===== src/rtl/rf_pkg.sv =====
// Shared types and constants for the multi-port register file.
package rf_pkg;

  localparam int unsigned XLEN_DEFAULT  = 32;
  localparam int unsigned NREGS_DEFAULT = 32;
  localparam int unsigned AW_DEFAULT    = $clog2(NREGS_DEFAULT);
  localparam int unsigned ZERO_REG      = 0;

  typedef logic [AW_DEFAULT-1:0]   reg_addr_t;
  typedef logic [XLEN_DEFAULT-1:0] xdata_t;

endpackage


===== src/rtl/rf_scoreboard.sv =====
// Pending-write busy bits: set by issue, cleared by writeback, set wins on a tie.
// Lookups report the state after this cycle's clear but before this cycle's set.
import rf_pkg::*;

module rf_scoreboard #(
  parameter int unsigned NREGS  = 32,
  parameter int unsigned NUM_RD = 2,
  localparam int unsigned AW    = $clog2(NREGS)
) (
  input  logic                 clk_i,
  input  logic                 reset_i,
  input  logic                 clr_en_i,
  input  logic [AW-1:0]        clr_addr_i,
  input  logic                 set_en_i,
  input  logic [AW-1:0]        set_addr_i,
  input  logic [NUM_RD*AW-1:0] lk_addr_i,
  output logic [NUM_RD-1:0]    lk_busy_o,
  output logic                 any_busy_o
);

  logic [NREGS-1:0] busy_q, busy_d;

  always_comb begin
    busy_d = busy_q;
    if (clr_en_i) busy_d[clr_addr_i] = 1'b0;
    if (set_en_i && (set_addr_i != AW'(ZERO_REG))) busy_d[set_addr_i] = 1'b1;
    busy_d[ZERO_REG] = 1'b0;
  end

  always_ff @(posedge clk_i) begin
    if (reset_i) busy_q <= '0;
    else         busy_q <= busy_d;
  end

  always_comb begin
    lk_busy_o = '0;
    for (int p = 0; p < int'(NUM_RD); p++) begin
      logic [AW-1:0] a;
      a = lk_addr_i[p*AW +: AW];
      lk_busy_o[p] = busy_q[a] & ~(clr_en_i && (clr_addr_i == a));
    end
  end

  assign any_busy_o = |busy_q;

endmodule


===== src/rtl/regfile_mp.sv =====
// Integer register file with NUM_RD registered read ports and a busy scoreboard.
// Define RF_BYPASS_EN for write-first reads; otherwise same-cycle reads are read-first.
import rf_pkg::*;

module regfile_mp #(
  parameter int unsigned XLEN   = XLEN_DEFAULT,
  parameter int unsigned NREGS  = NREGS_DEFAULT,
  parameter int unsigned NUM_RD = 2,
  localparam int unsigned AW    = $clog2(NREGS)
) (
  input  logic                   clk_i,
  input  logic                   reset_i,
  input  logic                   wr_en_i,
  input  logic [AW-1:0]          wr_addr_i,
  input  logic [XLEN-1:0]        wr_data_i,
  input  logic [NUM_RD-1:0]      rd_en_i,
  input  logic [NUM_RD*AW-1:0]   rd_addr_i,
  output logic [NUM_RD*XLEN-1:0] rd_data_o,
  output logic [NUM_RD-1:0]      rd_busy_o,
  input  logic                   set_en_i,
  input  logic [AW-1:0]          set_addr_i,
  output logic                   any_busy_o
);

  logic [XLEN-1:0]              mem_q [NREGS];
  logic [NUM_RD-1:0][XLEN-1:0]  rd_data_q, rd_data_d;
  logic [NUM_RD-1:0]            rd_busy_q, rd_busy_d;
  logic [NUM_RD-1:0]            lk_busy;
  logic                         wr_we;

  assign wr_we = wr_en_i && (wr_addr_i != AW'(ZERO_REG));

  rf_scoreboard #(
    .NREGS  (NREGS),
    .NUM_RD (NUM_RD)
  ) u_scoreboard (
    .clk_i      (clk_i),
    .reset_i    (reset_i),
    .clr_en_i   (wr_en_i),
    .clr_addr_i (wr_addr_i),
    .set_en_i   (set_en_i),
    .set_addr_i (set_addr_i),
    .lk_addr_i  (rd_addr_i),
    .lk_busy_o  (lk_busy),
    .any_busy_o (any_busy_o)
  );

  always_ff @(posedge clk_i) begin
    if (reset_i) begin
      for (int i = 0; i < int'(NREGS); i++) mem_q[i] <= '0;
    end else if (wr_we) begin
      mem_q[wr_addr_i] <= wr_data_i;
    end
  end

  always_comb begin
    rd_data_d = rd_data_q;
    rd_busy_d = rd_busy_q;
    for (int p = 0; p < int'(NUM_RD); p++) begin
      logic [AW-1:0] a;
      a = rd_addr_i[p*AW +: AW];
      if (rd_en_i[p]) begin
`ifdef RF_BYPASS_EN
        // wr_we already excludes register 0, so x0 still reads as zero.
        rd_data_d[p] = (wr_we && (wr_addr_i == a)) ? wr_data_i : mem_q[a];
`else
        rd_data_d[p] = mem_q[a];
`endif
        rd_busy_d[p] = lk_busy[p];
      end
    end
  end

  always_ff @(posedge clk_i) begin
    if (reset_i) begin
      rd_data_q <= '0;
      rd_busy_q <= '0;
    end else begin
      rd_data_q <= rd_data_d;
      rd_busy_q <= rd_busy_d;
    end
  end

  assign rd_data_o = rd_data_q;
  assign rd_busy_o = rd_busy_q;

endmodule

===== config.mk =====
export PLATFORM = sky130hd
export DESIGN_NAME = regfile_mp
export DESIGN_NICKNAME = d
export VERILOG_FILES = /design/src/rtl/rf_pkg.sv /design/src/rtl/rf_scoreboard.sv /design/src/rtl/regfile_mp.sv
export SDC_FILE = /design/constraint.sdc
export NUM_CORES = 2
export LEC_CHECK = 0
export CORE_MARGIN = 4
export CORE_UTILIZATION = 35
export DETAILED_ROUTE_END_ITERATION = 6
export GPL_ROUTABILITY_DRIVEN = 0
export HOLD_SLACK_MARGIN = 0.08
export PLACE_DENSITY = 0.56
export REMOVE_ABC_BUFFERS = 1
export SLEW_MARGIN = 20
export SYNTH_ARGS = -nofsm -noshare
export SYNTH_HDL_FRONTEND = slang
export SYNTH_HIERARCHICAL = 1
export SYNTH_SLANG_ARGS = --single-unit

===== constraint.sdc =====
create_clock -name clk_i -period 3.1 [get_ports clk_i]
set_clock_uncertainty 0.1 [all_clocks]
set_input_delay 0.62 -clock clk_i [delete_from_list [all_inputs] [get_ports clk_i]]
set_output_delay 0.62 -clock clk_i [all_outputs]
set_load 0.01 [all_outputs]

-- Word-level counts from Yosys, hierarchy flattened
Memory sizes are Yosys's and may differ from the RTL's. A register that Yosys moved wholly into a read port is not among the register bits.
Index checks and enable logic that the tools add are counted.
- $add $sub $neg: 0
- $mul: 0
- divide/modulo/power cells: 0
- $lt $le $gt $ge: 6
- eq/ne operators: 2
- shifts and indexed selects: 0
- mux-type cells: 18
- bitwise logic cells: 7
- reduce and logical (&&, ||, !) cells: 10
- operators by type and width (operator ; count):
    $mux W32 ; 3
    $reduce_or A32 Y1 ; 2
    $and A32 B32 Y32 ; 1
    $not A32 Y32 ; 1
    $or A32 B32 Y32 ; 1
    $lt A5 B6 Y1 const B ; 4
    $bmux W1 S5 ; 2
    $demux W1 S5 ; 2
    $eq A5 B5 Y1 ; 2
    $ge A5 B1 Y1 const B ; 2
    $mux W1 ; 10
    $reduce_bool A5 Y1 ; 2
    $logic_and A1 B1 Y1 ; 6
    $mux W5 ; 1
    $and A1 B1 Y1 ; 2
    $not A1 Y1 ; 2
- flip-flop bits (word level): 34
- bits in latches: 0
- bits in writable memories: 1024
- bits in read-only memories: 0
- input bits: 58
- output and inout port bits: 67
- word-level logic and storage cells: 48
- memories kept: 1
- memories (name ; words ; bits a word ; rd ports ; clocked after memory_dff ; write ports ; line ; RTL):
    mem_q ; 32 ; 32 ; 2 ; 2 ; 32 ; regfile_mp.sv:25 ; logic [XLEN-1:0] mem_q [NREGS];

-- Logic depth before layout (Yosys ltp)
- depth after elaboration: 9
- mapped depth: 8
- mapped depth without buffers: 6

-- Modules after synthesis
Netlist, hierarchy kept.
- by module, submodules not included (module ; instances ; cells each ; area an instance (um2) ; sequential area each (um2)):
    regfile_mp ; 1 ; 4633 ; 58066.9 ; 32070.8
    rf_scoreboard ; 1 ; 231 ; 2003.2 ; 620.6

-- Worst setup path before layout
OpenSTA, ideal clock, no wires.
- path kind: input -> register
- start point: input reset_i
- end point: memory mem_q[24][0] (netlist bit), enable pin
- setup time: 0.375 ns
- arrival: 2.120 ns
- data required time: 2.625 ns
- path slack: 0.506 ns
- stages on the path: 6
- path buffers: 2
- path through: clkbuf_1 > nand2b_1 > or3_1 > clkbuf_1 > nor2_1 > or2_2
- RTL lines (element ; line ; RTL):
    start, declared ; regfile_mp.sv:12 ; input logic reset_i,
    end, declared ; regfile_mp.sv:25 ;

-- Final worst setup path
- start point: register u_scoreboard.busy_q[20]
- end point: output any_busy_o
- longest elaborated chain between the ends: 1
- RTL lines (element ; line ; RTL):
    start, declared ; rf_scoreboard.sv:21 ; logic [NREGS-1:0] busy_q, busy_d;
    start signal, assigned ; rf_scoreboard.sv:32 ; else busy_q <= busy_d;
    $reduce_or A32 Y1 ; rf_scoreboard.sv:44 ; assign any_busy_o = |busy_q;
    end, declared ; regfile_mp.sv:22 ; output logic any_busy_o
Every way passes these cells.

==> metrics.log <==
[metrics] outcome: finished clean
[metrics] kind of capture point of the worst setup path: primary output
[metrics] share of async-settable or async-resettable flops after synthesis: 0%
[metrics] placement-stage worst setup slack: -0.2410 ns
[metrics] Final WS setup: 0.1006 ns
[metrics] first-pass GRT wire length: 328100 um
[metrics] Max Slew Vio Count: 0
[metrics] root buffer selected by CTS: sky130_fd_sc_hd__clkbuf_16
[metrics] cell with the largest stage delay on the worst path: sky130_fd_sc_hd__or4_1
[metrics] post-layout min period: 2.999 ns
[metrics] source-to-sink clock delay at the later pin of the worst-skew pair: 0.78 ns
[metrics] Die ar.: 178300 um2
[metrics] Relative slew margins: 29.24%
[metrics] sequential share of the synthesized area: 54.42%
[metrics] count of flip-flops with a built-in enable after synthesis: 1024
[metrics] port bufs: 124
[metrics] gate count of the mapped netlist: 4864
[metrics] routed via count divided by cell count: 5.850
[metrics] total power divided by cell area: 532.1 nW/um2
[metrics] final-stage net count: 5124
[metrics] highest cell delay on the worst timing path: 0.58 ns
[metrics] Die Y-Extent: 422.3 um
[metrics] path type of the worst setup path: reg -> out
[metrics] setup repair after global routing missed its margin: no
[metrics] initial standard-cell utilization of the core: 35.33%
[metrics] nature of the critical path startpoint: flip-flop
[metrics] r2r setup slk: 1.14 ns
[metrics] most common library cell in the layout ignoring fill and taps: sky130_fd_sc_hd__mux2i_1
[metrics] LEAKAGE: 27.25 nW
[metrics] residual overflow from global routing: 0
[metrics] #FFs+latches synth: 1121
[metrics] worst reg-to-reg path cell count: 6
[metrics] YS warnings: 6
[metrics] floorplan die width: 422.3 um
[metrics] Final Core Density: 41.90%
[metrics] Avg Synthesized Cell Area: 12.35 um2
[metrics] number of setup violations in the final report: 0
[metrics] endpoint of the most critical register-to-register path: rd_data_o[29]
[metrics] total number of placement rows: 151
[metrics] routed len/inst: 31.89 um
[metrics] Post-Route WL: 235900 um
[metrics] remaining design rule violation count: 0
[metrics] startpoint of the worst hold path: rd_en_i[1]
[metrics] antenna violations before repair: 33
[metrics] worst min-delay path category: in -> reg
[metrics] clock-pin transition on the worst setup and hold timing paths: 0.06 ns
[metrics] DR vias: 43286
[metrics] Critical Path Fanout Max: 4
[metrics] Yosys top cell area share: 51.19%
[metrics] Area contributors post-synth: sky130_fd_sc_hd__edfxtp_1 (51%), sky130_fd_sc_hd__mux2i_1 (17%), sky130_fd_sc_hd__and2_1 (10%), sky130_fd_sc_hd__a22oi_1 (6.4%), sky130_fd_sc_hd__dfxtp_1 (3.2%)
[metrics] core outline area: 170000 um2
[metrics] count of max-cap constraint violations: 0
[metrics] post-route antenna net violation count: 0
[metrics] via count of the first global-routing pass: 42891
[metrics] share of final-layout standard cells stronger than drive strength 1: 14.17%
[metrics] clock tree from TritonCTS: done
[metrics] arrival time of the worst setup path: 2.28 ns
[metrics] cell count of the worst hold path: 2
[metrics] worst slew pin tran: 1.058 ns
[metrics] most used flip-flop cell after synthesis: sky130_fd_sc_hd__edfxtp_1
[metrics] r2r startpoint: mem_q[25][29]
[metrics] maximum number of buffers from clock root to sink: 3
[metrics] # H-tree levels: 4
[metrics] area leader, netlist: sky130_fd_sc_hd__edfxtp_1
[metrics] count of clock tree sinks: 1121
[metrics] Power, Total: 37.91 mW
[metrics] router iterations before antenna repair: 6
[metrics] count of endpoints failing hold in the final timing report: 0
[metrics] hpwl dp: 145800 um
[metrics] hold path endpoint: rd_data_o[56]
[metrics] largest vdd supply drop: 530.7 uV
[metrics] post-synth cell types: 50
[metrics] area grow syn2layout: 18.61%
[metrics] setup repair bufs after CTS: 0
[metrics] cell breakdown of the critical path: or4_1 -> nor4_2 -> nand4_1 -> clkdlybuf4s15_1
[metrics] Max Freq: 0.3334 GHz
[metrics] data required time of the worst path: 2.38 ns
[metrics] largest net degree at the start of global routing: 66
[metrics] Total GRT Usage: 25.72%
[metrics] crit share post-route: 96.76%
[metrics] commonest cells after routing, fill and taps aside: sky130_fd_sc_hd__mux2i_1 (1034), sky130_fd_sc_hd__edfxtp_1 (1024), sky130_fd_sc_hd__and2_1 (993)
[metrics] synthesized cell area: 60070 um2
[metrics] Ports: 125
[metrics] cts bufs inserted: 130
[metrics] DRC marker count from the first detailed-route iteration: 5194
-- registers in the layout, summed over array words and instances, names as in the netlist --
signal               count
mem_q                 1024
rd_busy_o                2
rd_data_o               64
u_scoreboard/busy_q     31
-- how the worst max path moves through the flow --
stage                                 start       endpoint  slack, ns  cells after the start
floorplan                      rd_addr_i[1]  rd_data_o[30]      -2.72                      5
CTS                 u_scoreboard/busy_q[20]     any_busy_o      0.009                      4
detailed placement             rd_addr_i[7]  rd_data_o[62]      -0.24                      8
global placement               rd_addr_i[7]  rd_data_o[62]      -0.24                      8
finish              u_scoreboard/busy_q[20]     any_busy_o       0.10                      4
global route        u_scoreboard/busy_q[20]     any_busy_o      0.005                      4
-- final cells by class --
type,count,area (um2)
fillers,15736,98790
multi-input cells,3290,25350
repair buffers,522,6287
clock buffers,189,3680
flip-flops and latches,1121,32690
inverters,1,3.754
diodes,14,35.03
clock inverters,44,427.9
well taps,2218,2775
-- cells in the mapped netlist, types with 12 or more instances --
cell,count
sky130_fd_sc_hd__a22oi_1,512
sky130_fd_sc_hd__buf_1,20
sky130_fd_sc_hd__o21ai_1,13
sky130_fd_sc_hd__buf_6,43
sky130_fd_sc_hd__mux2i_1,1034
sky130_fd_sc_hd__o21ai_0,18
sky130_fd_sc_hd__nor2_1,107
sky130_fd_sc_hd__buf_4,64
sky130_fd_sc_hd__a21oi_1,287
sky130_fd_sc_hd__or4_1,65
sky130_fd_sc_hd__dfxtp_1,97
sky130_fd_sc_hd__and2_1,995
sky130_fd_sc_hd__nand3b_1,12
sky130_fd_sc_hd__nand2_1,42
sky130_fd_sc_hd__a211oi_2,63
sky130_fd_sc_hd__or2_2,33
sky130_fd_sc_hd__edfxtp_1,1024
sky130_fd_sc_hd__clkbuf_1,342
-- repair_timing --
action	CTS	global route
hold endpoints to repair	3	0
pin swaps	0	0
resized for setup	2	1
hold buffers	1	0
endpoints found under the setup margin	1	1
-- routing by layer --
metal,track usage (%),up-vias,share of wire (%)
li1,-,18530,-
met1,34.79,22064,41
met2,40.61,2237,45
met3,4.772,455,8.8
met4,10.71,0,4.4
met5,0,-,0
-- power by group --
part | total, mW | switching, mW | internal, mW
logic | 4.89 | 2.97 | 1.92
registers | 17.8 | 0.490 | 17.3
clock network | 15.2 | 6.32 | 8.88
-- cell families (layout without fill, tap and decap cells) --
family	Yosys count	count (layout)	synth area share (%)
xor gates and xnor gates	10	10	0.1458
AOI/OAI and AO/OA	900	900	10.46
DFF	1121	1121	54.42
buffers and inverters	484	756	4.074
and+or+nand+nor	1299	1299	13.10
other	1	46	0.006243
muxes	1049	1049	17.79
-- worst max-delay path: cells and delay by family, from the launching register on --
kind,cells,cell delay [ns]
buffers and inverters,1,0.27
AND/OR/NAND/NOR,3,0.91
flip-flops,1,0.33
-- through the flow --
| stage | setup TNS [ns] | hold WS (ns) | instance area (um2) | cells |
|---|---|---|---|---|
| after floorplan | -174.19 | 0.3619 | 57740 | 4412 |
| after global placement | -2.448 | 0.3821 | 67100 | 7151 |
| after detailed placement | -2.643 | 0.3874 | 67100 | 7151 |
| after CTS | 0 | 0.2185 | 71220 | 7385 |
| after global routing | 0 | 0.2521 | 71220 | 7386 |
| final | 0 | 0.2654 | 71250 | 7399 |
(Power assumes the default switching activity.)
